[src/rtl/uart_tx_buffer.sv]
// Byte FIFO feeding a UART transmitter one frame at a time over the
// tx_dv / tx_ready / tx_done handshake.
module uart_tx_buffer #(
    parameter int DEPTH = 16,
    parameter int CW    = 5
) (
    input  logic          clk,
    input  logic          rst_n,
    input  logic          wr_en,
    input  logic [7:0]    wr_data,
    input  logic          clr_ovf,
    output logic          full,
    output logic          empty,
    output logic [CW-1:0] count,
    output logic          overflow,
    output logic          busy,
    output logic          tx_dv,
    output logic [7:0]    tx_byte,
    input  logic          tx_ready,
    input  logic          tx_done
);
    localparam int AW = CW - 1;
    localparam logic [CW-1:0] FULL_CNT = CW'(DEPTH);

    typedef enum logic [2:0] {IDLE, LAUNCH, WAIT_BUSY, WAIT_DONE, GAP} state_t;

    state_t        state, state_nxt;
    logic [7:0]    mem [DEPTH];
    logic [AW-1:0] wr_ptr, rd_ptr;
    logic [CW-1:0] count_nxt;
    logic          pop, push, drop;

    // A pop frees a slot in the same cycle, so a write to a full FIFO still lands.
    assign pop  = (state == IDLE) && !empty && tx_ready;
    assign push = wr_en && (!full || pop);
    assign drop = wr_en && full && !pop;

    always_comb begin
        count_nxt = count;
        if (push && !pop)
            count_nxt = count + 1'b1;
        else if (pop && !push)
            count_nxt = count - 1'b1;
    end

    always_ff @(posedge clk) begin
        if (push)
            mem[wr_ptr] <= wr_data;
    end

    always_ff @(posedge clk or negedge rst_n) begin
        if (!rst_n) begin
            wr_ptr   <= '0;
            rd_ptr   <= '0;
            count    <= '0;
            full     <= 1'b0;
            empty    <= 1'b1;
            overflow <= 1'b0;
            tx_byte  <= 8'h00;
        end else begin
            if (push)
                wr_ptr <= wr_ptr + 1'b1;
            if (pop) begin
                rd_ptr  <= rd_ptr + 1'b1;
                tx_byte <= mem[rd_ptr];
            end
            count <= count_nxt;
            full  <= (count_nxt == FULL_CNT);
            empty <= (count_nxt == '0);
            if (drop)
                overflow <= 1'b1;
            else if (clr_ovf)
                overflow <= 1'b0;
        end
    end

    always_ff @(posedge clk or negedge rst_n) begin
        if (!rst_n)
            state <= IDLE;
        else
            state <= state_nxt;
    end

    // GAP waits out the transmitter's cleanup cycle; a strobe there would be lost.
    always_comb begin
        state_nxt = state;
        case (state)
            IDLE:      if (!empty && tx_ready) state_nxt = LAUNCH;
            LAUNCH:    state_nxt = WAIT_BUSY;
            WAIT_BUSY: if (!tx_ready) state_nxt = WAIT_DONE;
            WAIT_DONE: if (tx_done) state_nxt = GAP;
            GAP:       if (!tx_done && tx_ready) state_nxt = IDLE;
            default:   state_nxt = IDLE;
        endcase
    end

    always_comb begin
        tx_dv = (state == LAUNCH);
        busy  = (state != IDLE);
    end
endmodule

[config.mk]
export PLATFORM = sky130hd
export DESIGN_NAME = uart_tx_buffer
export DESIGN_NICKNAME = d
export VERILOG_FILES = /design/src/rtl/uart_tx_buffer.sv
export SDC_FILE = /design/constraint.sdc
export NUM_CORES = 1
export LEC_CHECK = 0
export CORE_MARGIN = 10
export CORE_UTILIZATION = 35
export DETAILED_ROUTE_END_ITERATION = 16
export SYNTH_ARGS = -nofsm -noshare
export SYNTH_HDL_FRONTEND = slang
export SYNTH_SLANG_ARGS = --single-unit
export TNS_END_PERCENT = 20
[constraint.sdc]
create_clock -name clk -period 2.36 [get_ports clk]
set_input_delay 0.472 -clock clk [delete_from_list [all_inputs] [get_ports clk]]
set_output_delay 0.472 -clock clk [all_outputs]
set_load 0.02 [all_outputs]
# Word-level counts from Yosys, hierarchy flattened
# Memory sizes are Yosys's and may differ from the RTL's. A register that Yosys moved wholly into a read port is not among the register bits.
# Index checks and enable logic that the tools add are counted.
# Widths: inputs -> output; s select.
# word_totals
regBits	19
latch_bits	0
ram_bits	128
rom_bits	0
input_bits	14
output_inout_bits	18
mem_count	1
# classes
add_sub_neg	4
mul	0
n_div	0
order_cmp	0
n_eq_ne	9
n_shift	0
mux	11
bitwise_logic	0
reduce_logical	21
# memory_table
memory	depth	width	read_ports	rd_ports_with_merged_regs	wr	line	source
mem	16	8	1	1	1	28	logic [7:0] mem [DEPTH];
# ops
op	count
$pmux 3 s5	1
$mux 3	4
$mux 5	2
$logic_and 1x1->1	9
$add 4x1->4 const B	2
$eq 3x2->1 const B	2
$logic_not 1->1	6
$ne 2x2->1 const B	3
$add 5x1->5 const B	1
$eq 5x5->1 const B	1
$logic_not 5->1	1
$sub 5x1->5 const B	1
$mux 1	4
$reduce_and 4->1	1
$eq 3x1->1 const B	1
$eq 3x3->1 const B	1
$logic_not 3->1	1
$reduce_bool 3->1	1
$ne 2x1->1 const B	1
$reduce_bool 2->1	1
$logic_or 1x1->1	1

# Logic depth before layout (Yosys ltp)
# Gate-level depths: netlist of run 1.
# logic_depth
depth_word	10
mapped_depth	7

# Worst setup path before layout of run 1
# OpenSTA, ideal clock, no wires.
# synth_path
kind	input -> register
from	input port tx_ready
to	memory mem[3][0], enable pin
setup_ns	0.383
t_arrival_ns	1.952
required_ns	1.977
slack_ns	0.025
cell_stages	5
path_cell_list	nor2b_1 -> nand2_2 -> a21boi_2 -> nand2_1 -> nor3_1
# synth_between
elab_chain_cells	5
# synth_lines
item	line	source
from (decl)	19	input logic tx_ready,
$logic_and 1x1->1	34	assign pop = (state == IDLE) && !empty && tx_ready;
$logic_or 1x1->1	35	assign push = wr_en && (!full || pop);
$logic_and 1x1->1	35	
$mux 1	47	if (push)
$mux 1 (implied by the code)	48	mem[wr_ptr] <= wr_data;
to (decl)	28	
# Every way passes these cells.

# Worst setup path in the final report of run 1
# layout_path
from	register state[2]
to	output port busy
# layout_between
elab_chain_cells	1
# layout_lines
item	line	source
from (decl)	27	state_t state, state_nxt;
from (signal assigned)	81	state <= state_nxt;
$reduce_bool 3->1	99	busy = (state != IDLE);
to (decl)	16	output logic busy,
# Every way passes these cells.

==> results.py, run 1 <==
metrics = {
    "outcome": {
        "outcome": "complete, no violations",
    },
    "synth": {
        "synth_area_um2": 6290,
        "yosysUniqueCellTypes": 43,
        "synth_cells": 339,
        "yosysSeqAreaShare": 0.718,
        "synth_edf_count": 128,
        "ys_warn_count": 0,
        "synth.avg_cell_area_um2": 18.6,
        "async_reset_ff_frac": 0.174,
        "synthFlopType": "edfxtp_1",
        "ys_ff_latch": 155,
        "synth_nets": 360,
    },
    "floorplanning": {
        "coreArea_um2": 17500,
        "die_w_um": 154,
        "fp-row-count": 48,
        "ios": 32,
        "dieHeight_um": 154,
        "fp.dieArea_um2": 23700,
        "initial_core_util": 0.360,
    },
    "global_routing": {
        "grt_pass1_wl_mm": 20.4,
        "grt_max_degree": 36,
        "grtUsageTotal": 0.114,
        "antenna_found_initial": 0,
        "grt_pass1_vias": 3468,
        "gr-total-overflow": 0,
    },
    "power": {
        "comb_power_share": 0.294,
        "switching_share": 0.296,
        "switchingPower_w": 0.00287,
        "sequentialPowerShare": 0.393,
        "p_leak_nw": 2.69,
        "ir_drop_mv": 0.622,
        "power.share.clock": 0.313,
        "power.internal_w": 0.00684,
        "powerDensity_nw_per_um2": 1250,
    },
    "clocking": {
        "cts_tree": "yes",
        "cts.sinks": 155,
        "insertion_delay_ns": 0.41,
        "postCtsHoldBufs": 0,
        "cts-buffers-inserted": 17,
        "htreeDepth": 4,
        "cts_setup_buffers": 0,
        "cts_resized": 0,
        "path_clk_slew_ns": 0.06,
        "cts_buffer_depth": 2,
        "ctsRootBufferMaster": "clkbuf_16",
    },
    "cells_and_area": {
        "drive_gt1_frac": 0.246,
        "final_cell_mix": "edfxtp_1 (128), clkdlybuf4s50_1 (31), buf_4 (29)",
        "fill_cells": 1491,
        "final_common_cell": "edfxtp_1",
        "antenna-diode-count": 0,
        "syn_to_final_growth_pct": 23.1,
        "finalNetCount": 426,
        "final_area_um2": 7750,
    },
    "setup_path": {
        "crit_path_start_kind": "flip-flop",
        "path_max_fanout": 6,
        "arrival_ns": 1.75,
        "crit_required_ns": 1.89,
        "crit_type": "flip-flop to primary output",
        "cp-end-kind": "primary output",
    },
    "placed_design": {
        "dp_hpwl_mm": 8.48,
        "place_area_um2": 7070,
        "gp_congestion": 0.785,
        "dp_slack_ns": -0.0945,
        "port_buffers": 31,
    },
    "sta": {
        "timing.hold.ws_ns": 0.456,
        "fin_ws_ns": 0.135,
        "clock_skew_ns": 0.00738,
        "setup_viol": 0,
        "period_share": 0.943,
        "fmax_mhz": 449,
        "worst_pin_slew_ns": 0.705,
        "relSlewSlack": 0.528,
        "grt_setup_unrepaired": "no",
        "finalHoldViolCount": 0,
        "period_minus_slack_ns": 2.23,
        "slew_violations": 0,
    },
    "drt": {
        "via_count": 3236,
        "drt_iter0_markers": 327,
        "dr.pass1.iters": 4,
        "drc_errors": 0,
        "wl_per_cell_um": 20.0,
        "ant_nets": 0,
        "totalWireLength_mm": 12.9,
        "viasPerCell": 5.03,
    },
    "min_path": {
        "min_path_type": "input port to asynchronous set/reset pin",
    },
    "flow_run": {
        "drv_cap": 0,
    },
}
-- stage by stage --
stage,setup TNS [ns],power [W],instances,util
after floorplan,0,0.00562,339,-
after CTS,0,0.00982,643,0.443
after global routing,0,0.0102,643,0.443
after detailed placement,-1.92,0.00674,611,0.405
after global placement,-1.86,0.00669,611,0.405
final,0,0.00971,643,0.443
-- sequential cells by signal, summed over array words and instances (netlist names) --
signal,cells
overflow,1
count,5
wr_ptr,4
tx_byte,8
mem,128
rd_ptr,4
full,1
state,3
empty,1
-- final timing paths --
path | startpoint | endpoint | slack [ns] | cells after the start
setup / recovery | state[2] | busy | 0.13 | 3
hold / removal | rst_n | state[2] | 0.46 | 2
setup reg to reg | state[2] | mem[3][5] | 0.32 | 6
hold reg to reg | overflow | overflow | 0.50 | 1
max in group asynchronous | rst_n | empty | 1.59 | 2
min in group clk | overflow | overflow | 0.50 | 1
-- cell families after synthesis --
kind of cell / Yosys count / synth area share
adders and majority gates: 7 / 0.0139
muxes: 51 / 0.154
DFF: 155 / 0.718
and+or+nand+nor: 70 / 0.0533
buffers and inverters: 23 / 0.0185
AOI/OAI and AO/OA: 23 / 0.0272
xor gates and xnor gates: 10 / 0.0151
-- synth_stat cells (all sizes together) (3+ instances only) --
cell | count | area (um2)
o211ai | 5 | 37.5
edfxtp | 128 | 3840
nor4 | 3 | 25.0
xnor2 | 10 | 95.1
a221o | 3 | 30.0
ha | 7 | 87.6
nor2 | 22 | 82.6
nand2b | 3 | 18.8
nand2 | 25 | 96.4
a21oi | 3 | 15.0
mux2i | 10 | 100
inv | 7 | 26.3
nor3 | 6 | 41.3
o21ai | 4 | 20.0
clkbuf | 7 | 26.3
mux4 | 32 | 758
dfrtp | 26 | 651
mux2 | 9 | 109
buf | 9 | 63.8
-- critical path: stages (launching register included) --
cell,delay (ns)
dfrtp_1,0.45
nor3_4,0.27
inv_1,0.09
clkdlybuf4s50_1,0.54
-- final cells by class --
type	count	area, um2	area share
repair buffers	63	588	0.0759
inverters	7	26.3	0.00339
flip-flops and latches	155	4520	0.584
multi-input cells	161	1660	0.214
well taps	225	282	0.0363
clock inverters	15	246	0.0318
clock buffers	17	425	0.0549
-- routing by layer --
metal	vias up	routed length (um)	global-route usage
met3	5	764	0.0340
met1	1681	6100	0.154
met5	-	0	0
met2	74	5930	0.169
li1	1476	-	-
met4	0	86	0.0396
-- power groups by stage --
stage	logic [W]	registers (W)	clock network (W)
detailed placement	0.00288	0.00386	0
global placement	0.00284	0.00385	0
finish	0.00285	0.00382	0.00305
CTS	0.00290	0.00381	0.00311
global route	0.00310	0.00387	0.00325
floorplan	0.00183	0.00379	0
Note: power is estimated with default switching activity, not from simulation.
==> run 2: changes to the inputs <==
Settings changed: ABC_AREA from default to 1, CTS_CLUSTER_SIZE from default to 25.
==> run 2 against run 1 <==
Net effect:
- hold slack got worse by 0.025 ns
- core utilization fell by 1.6 points
- power rose by 4.0%
- clock-buffer cell count rose by 2
- clock skew fell by 0.0020 ns
- cell count rose by 35%
- area after synthesis rose by 5.1%
- largest cell class unchanged
==> results.py, run 2 <==
metrics = {
    "synth": {
        "synth_area_um2": 6620,
        "synth_top_area_frac": 0.581,
        "synth_common_cells": "edfxtp_1 (128), nor2_1 (116), nand2_1 (68)",
        "ys_ff_latch": 155,
        "ys_warn_count": 0,
        "synth_top_area_cell": "edfxtp_1",
        "synth.avg_cell_area_um2": 11.7,
        "yosysUniqueCellTypes": 36,
        "synth.area.top_cells": "edfxtp_1 (58%), dfrtp_1 (9.8%), nor2_1 (6.6%)",
        "async_reset_ff_frac": 0.174,
        "synth_edf_count": 128,
        "yosysMostFrequentCell": "edfxtp_1",
        "synth_nets": 585,
        "synthFlopType": "edfxtp_1",
        "yosysSeqAreaShare": 0.683,
        "synth_cells": 564,
    },
    "global_routing": {
        "gr-total-overflow": 0,
        "grt_max_degree": 67,
        "antenna_found_initial": 0,
        "grtUsageTotal": 0.128,
        "grt_pass1_vias": 4340,
        "grt_pass1_wl_mm": 24.1,
    },
    "setup_path": {
        "crit_required_ns": 1.89,
        "crit_start": "state[2]",
        "reg2reg_to": "mem[12][0]",
        "cp-end-kind": "primary output",
        "arrival_ns": 1.78,
        "critPathCapture": "busy",
        "rr_worst_depth": 6,
        "timing.rr.start": "state[2]",
        "crit_type": "flip-flop to primary output",
        "crit_path_start_kind": "flip-flop",
        "path_max_fanout": 6,
        "r2r_setup_slack_ns": 0.44,
    },
    "placed_design": {
        "port_buffers": 31,
        "gp_congestion": 0.835,
        "dpl.cell_count": 839,
        "dp_slack_ns": -0.0254,
        "dp_hpwl_mm": 10.5,
    },
    "sta": {
        "period_share": 0.955,
        "fin_ws_ns": 0.106,
        "finalHoldViolCount": 0,
        "slew_violations": 0,
        "setup_viol": 0,
        "relSlewSlack": 0.643,
        "worst_pin_slew_ns": 0.532,
        "grt_setup_unrepaired": "no",
        "fmax_mhz": 444,
        "clock_skew_ns": 0.00537,
        "period_minus_slack_ns": 2.25,
    },
    "cells_and_area": {
        "seq_area_um2": 4520,
        "antenna-diode-count": 0,
        "multiInputGateArea_um2": 1800,
        "final_common_cell": "edfxtp_1",
        "largest_reg_flops": 128,
        "drive_gt1_frac": 0.141,
        "fill_cells": 1700,
        "final_cell_mix": "edfxtp_1 (128), nor2_1 (116), nand2_1 (68)",
        "top_regs": "mem x128, tx_byte x8, count x5",
        "syn_to_final_growth_pct": 20.3,
        "fin_cells": 871,
        "top_register": "mem",
        "finalNetCount": 645,
    },
    "floorplanning": {
        "ios": 32,
        "coreArea_um2": 18600,
        "fp.dieArea_um2": 24800,
        "die_w_um": 157,
        "initial_core_util": 0.355,
        "fp-row-count": 50,
        "dieHeight_um": 157,
    },
    "power": {
        "comb_power_share": 0.361,
        "sequentialPowerShare": 0.370,
        "switchingPower_w": 0.00372,
        "powerDensity_nw_per_um2": 1270,
        "power.internal_w": 0.00639,
        "power.share.clock": 0.269,
        "p_leak_nw": 2.90,
        "switching_share": 0.368,
        "ir_drop_mv": 0.678,
    },
    "drt": {
        "dr.pass1.iters": 5,
        "viasPerCell": 5.02,
        "via_count": 4369,
        "drt_iter0_markers": 388,
        "dr.max_layer_used": "met4",
        "ant_nets": 0,
        "wl_per_cell_um": 17.6,
        "drc_errors": 0,
        "drt-met1-wl_mm": 6.45,
        "totalWireLength_mm": 15.4,
        "wl_met2_mm": 7.88,
        "wl_met3_um": 656,
    },
    "flow_run": {
        "drv_cap": 0,
    },
    "clocking": {
        "cts-buffers-inserted": 17,
        "cts_resized": 0,
        "cts_tree": "yes",
        "ctsRootBufferMaster": "clkbuf_16",
        "path_clk_slew_ns": 0.06,
        "cts_setup_buffers": 0,
        "postCtsHoldBufs": 0,
        "htreeDepth": 4,
        "cts_buffer_depth": 2,
        "cts.sinks": 155,
        "insertion_delay_ns": 0.42,
    },
    "outcome": {
        "outcome": "complete, no violations",
    },
    "min_path": {
        "min_path_type": "input port to asynchronous set/reset pin",
    },
}
[run 2: cell types whose count changed after synthesis, moves of 19 or more]
cell      delta
o21ai_0     +46
nor2_1      +94
o211ai_1    +28
mux4_2      -22
nand3_1     +23
nand2_1     +44
o21ai_1     +19
[run 2: worst max-delay path: stages, from the launching register on]
cell and delay, ns:
dfrtp_1 0.43, nor2_4 0.23, nand2_1 0.14, clkdlybuf4s50_1 0.57
[run 2: kinds of logic (layout without fill, tap and decap cells)]
family          Yosys count  count (layout)  share of synthesized area
xor+xnor                 10              10                     0.0132
simple gates            226             226                      0.147
flops                   155             155                      0.683
fa+ha+maj                 7               7                     0.0132
compound gates          108             108                     0.0980
buf+inv                  58             131                     0.0452
[run 2: layout make-up]
type / count / area share
clock inverter: 13 / 0.0212
sequential: 155 / 0.568
clock buffer: 19 / 0.0544
multi-input combinational: 351 / 0.226
inverter: 30 / 0.0141
timing repair buffer: 69 / 0.0795
tap: 234 / 0.0368
[run 2: power groups by stage]
stage          Combinational [W]  Sequential [W]  Clock, W
2_1_floorplan            0.00242         0.00379         0
3_3_place_gp             0.00357         0.00376         0
3_5_place_dp             0.00366         0.00379         0
4_1_cts                  0.00367         0.00373   0.00276
5_1_grt                  0.00407         0.00378   0.00289
6_report                 0.00365         0.00374   0.00272
[run 2: worst min-delay path by stage]
| stage | from | endpoint | slack (ns) |
|---|---|---|---|
| final | rst_n | state[1] | 0.43 |
| after global placement | tx_byte[1] | tx_byte[1] | 0.48 |
| after CTS | rst_n | state[1] | 0.43 |
| after floorplan | rst_n | count[0] | 0.18 |
| after global routing | rst_n | state[1] | 0.46 |
| after detailed placement | tx_byte[1] | tx_byte[1] | 0.48 |
[run 2: stage by stage]
step	TNS (ns)	hold slack, ns	utilization	total power [W]	area [um2]
CTS	0	0.434	0.427	0.0102	7960
floorplan	0	0.176	-	0.00621	6620
global placement	-0.127	0.480	0.395	0.00733	7360
finish	0	0.431	0.427	0.0101	7960
detailed placement	-0.394	0.480	0.395	0.00745	7360
global route	0	0.455	0.427	0.0107	7960
[run 2: metal layers]
metal,vias up,track usage
met3,23,0.0240
met4,0,0.0597
met5,-,0
met2,101,0.214
li1,2101,-
met1,2144,0.157
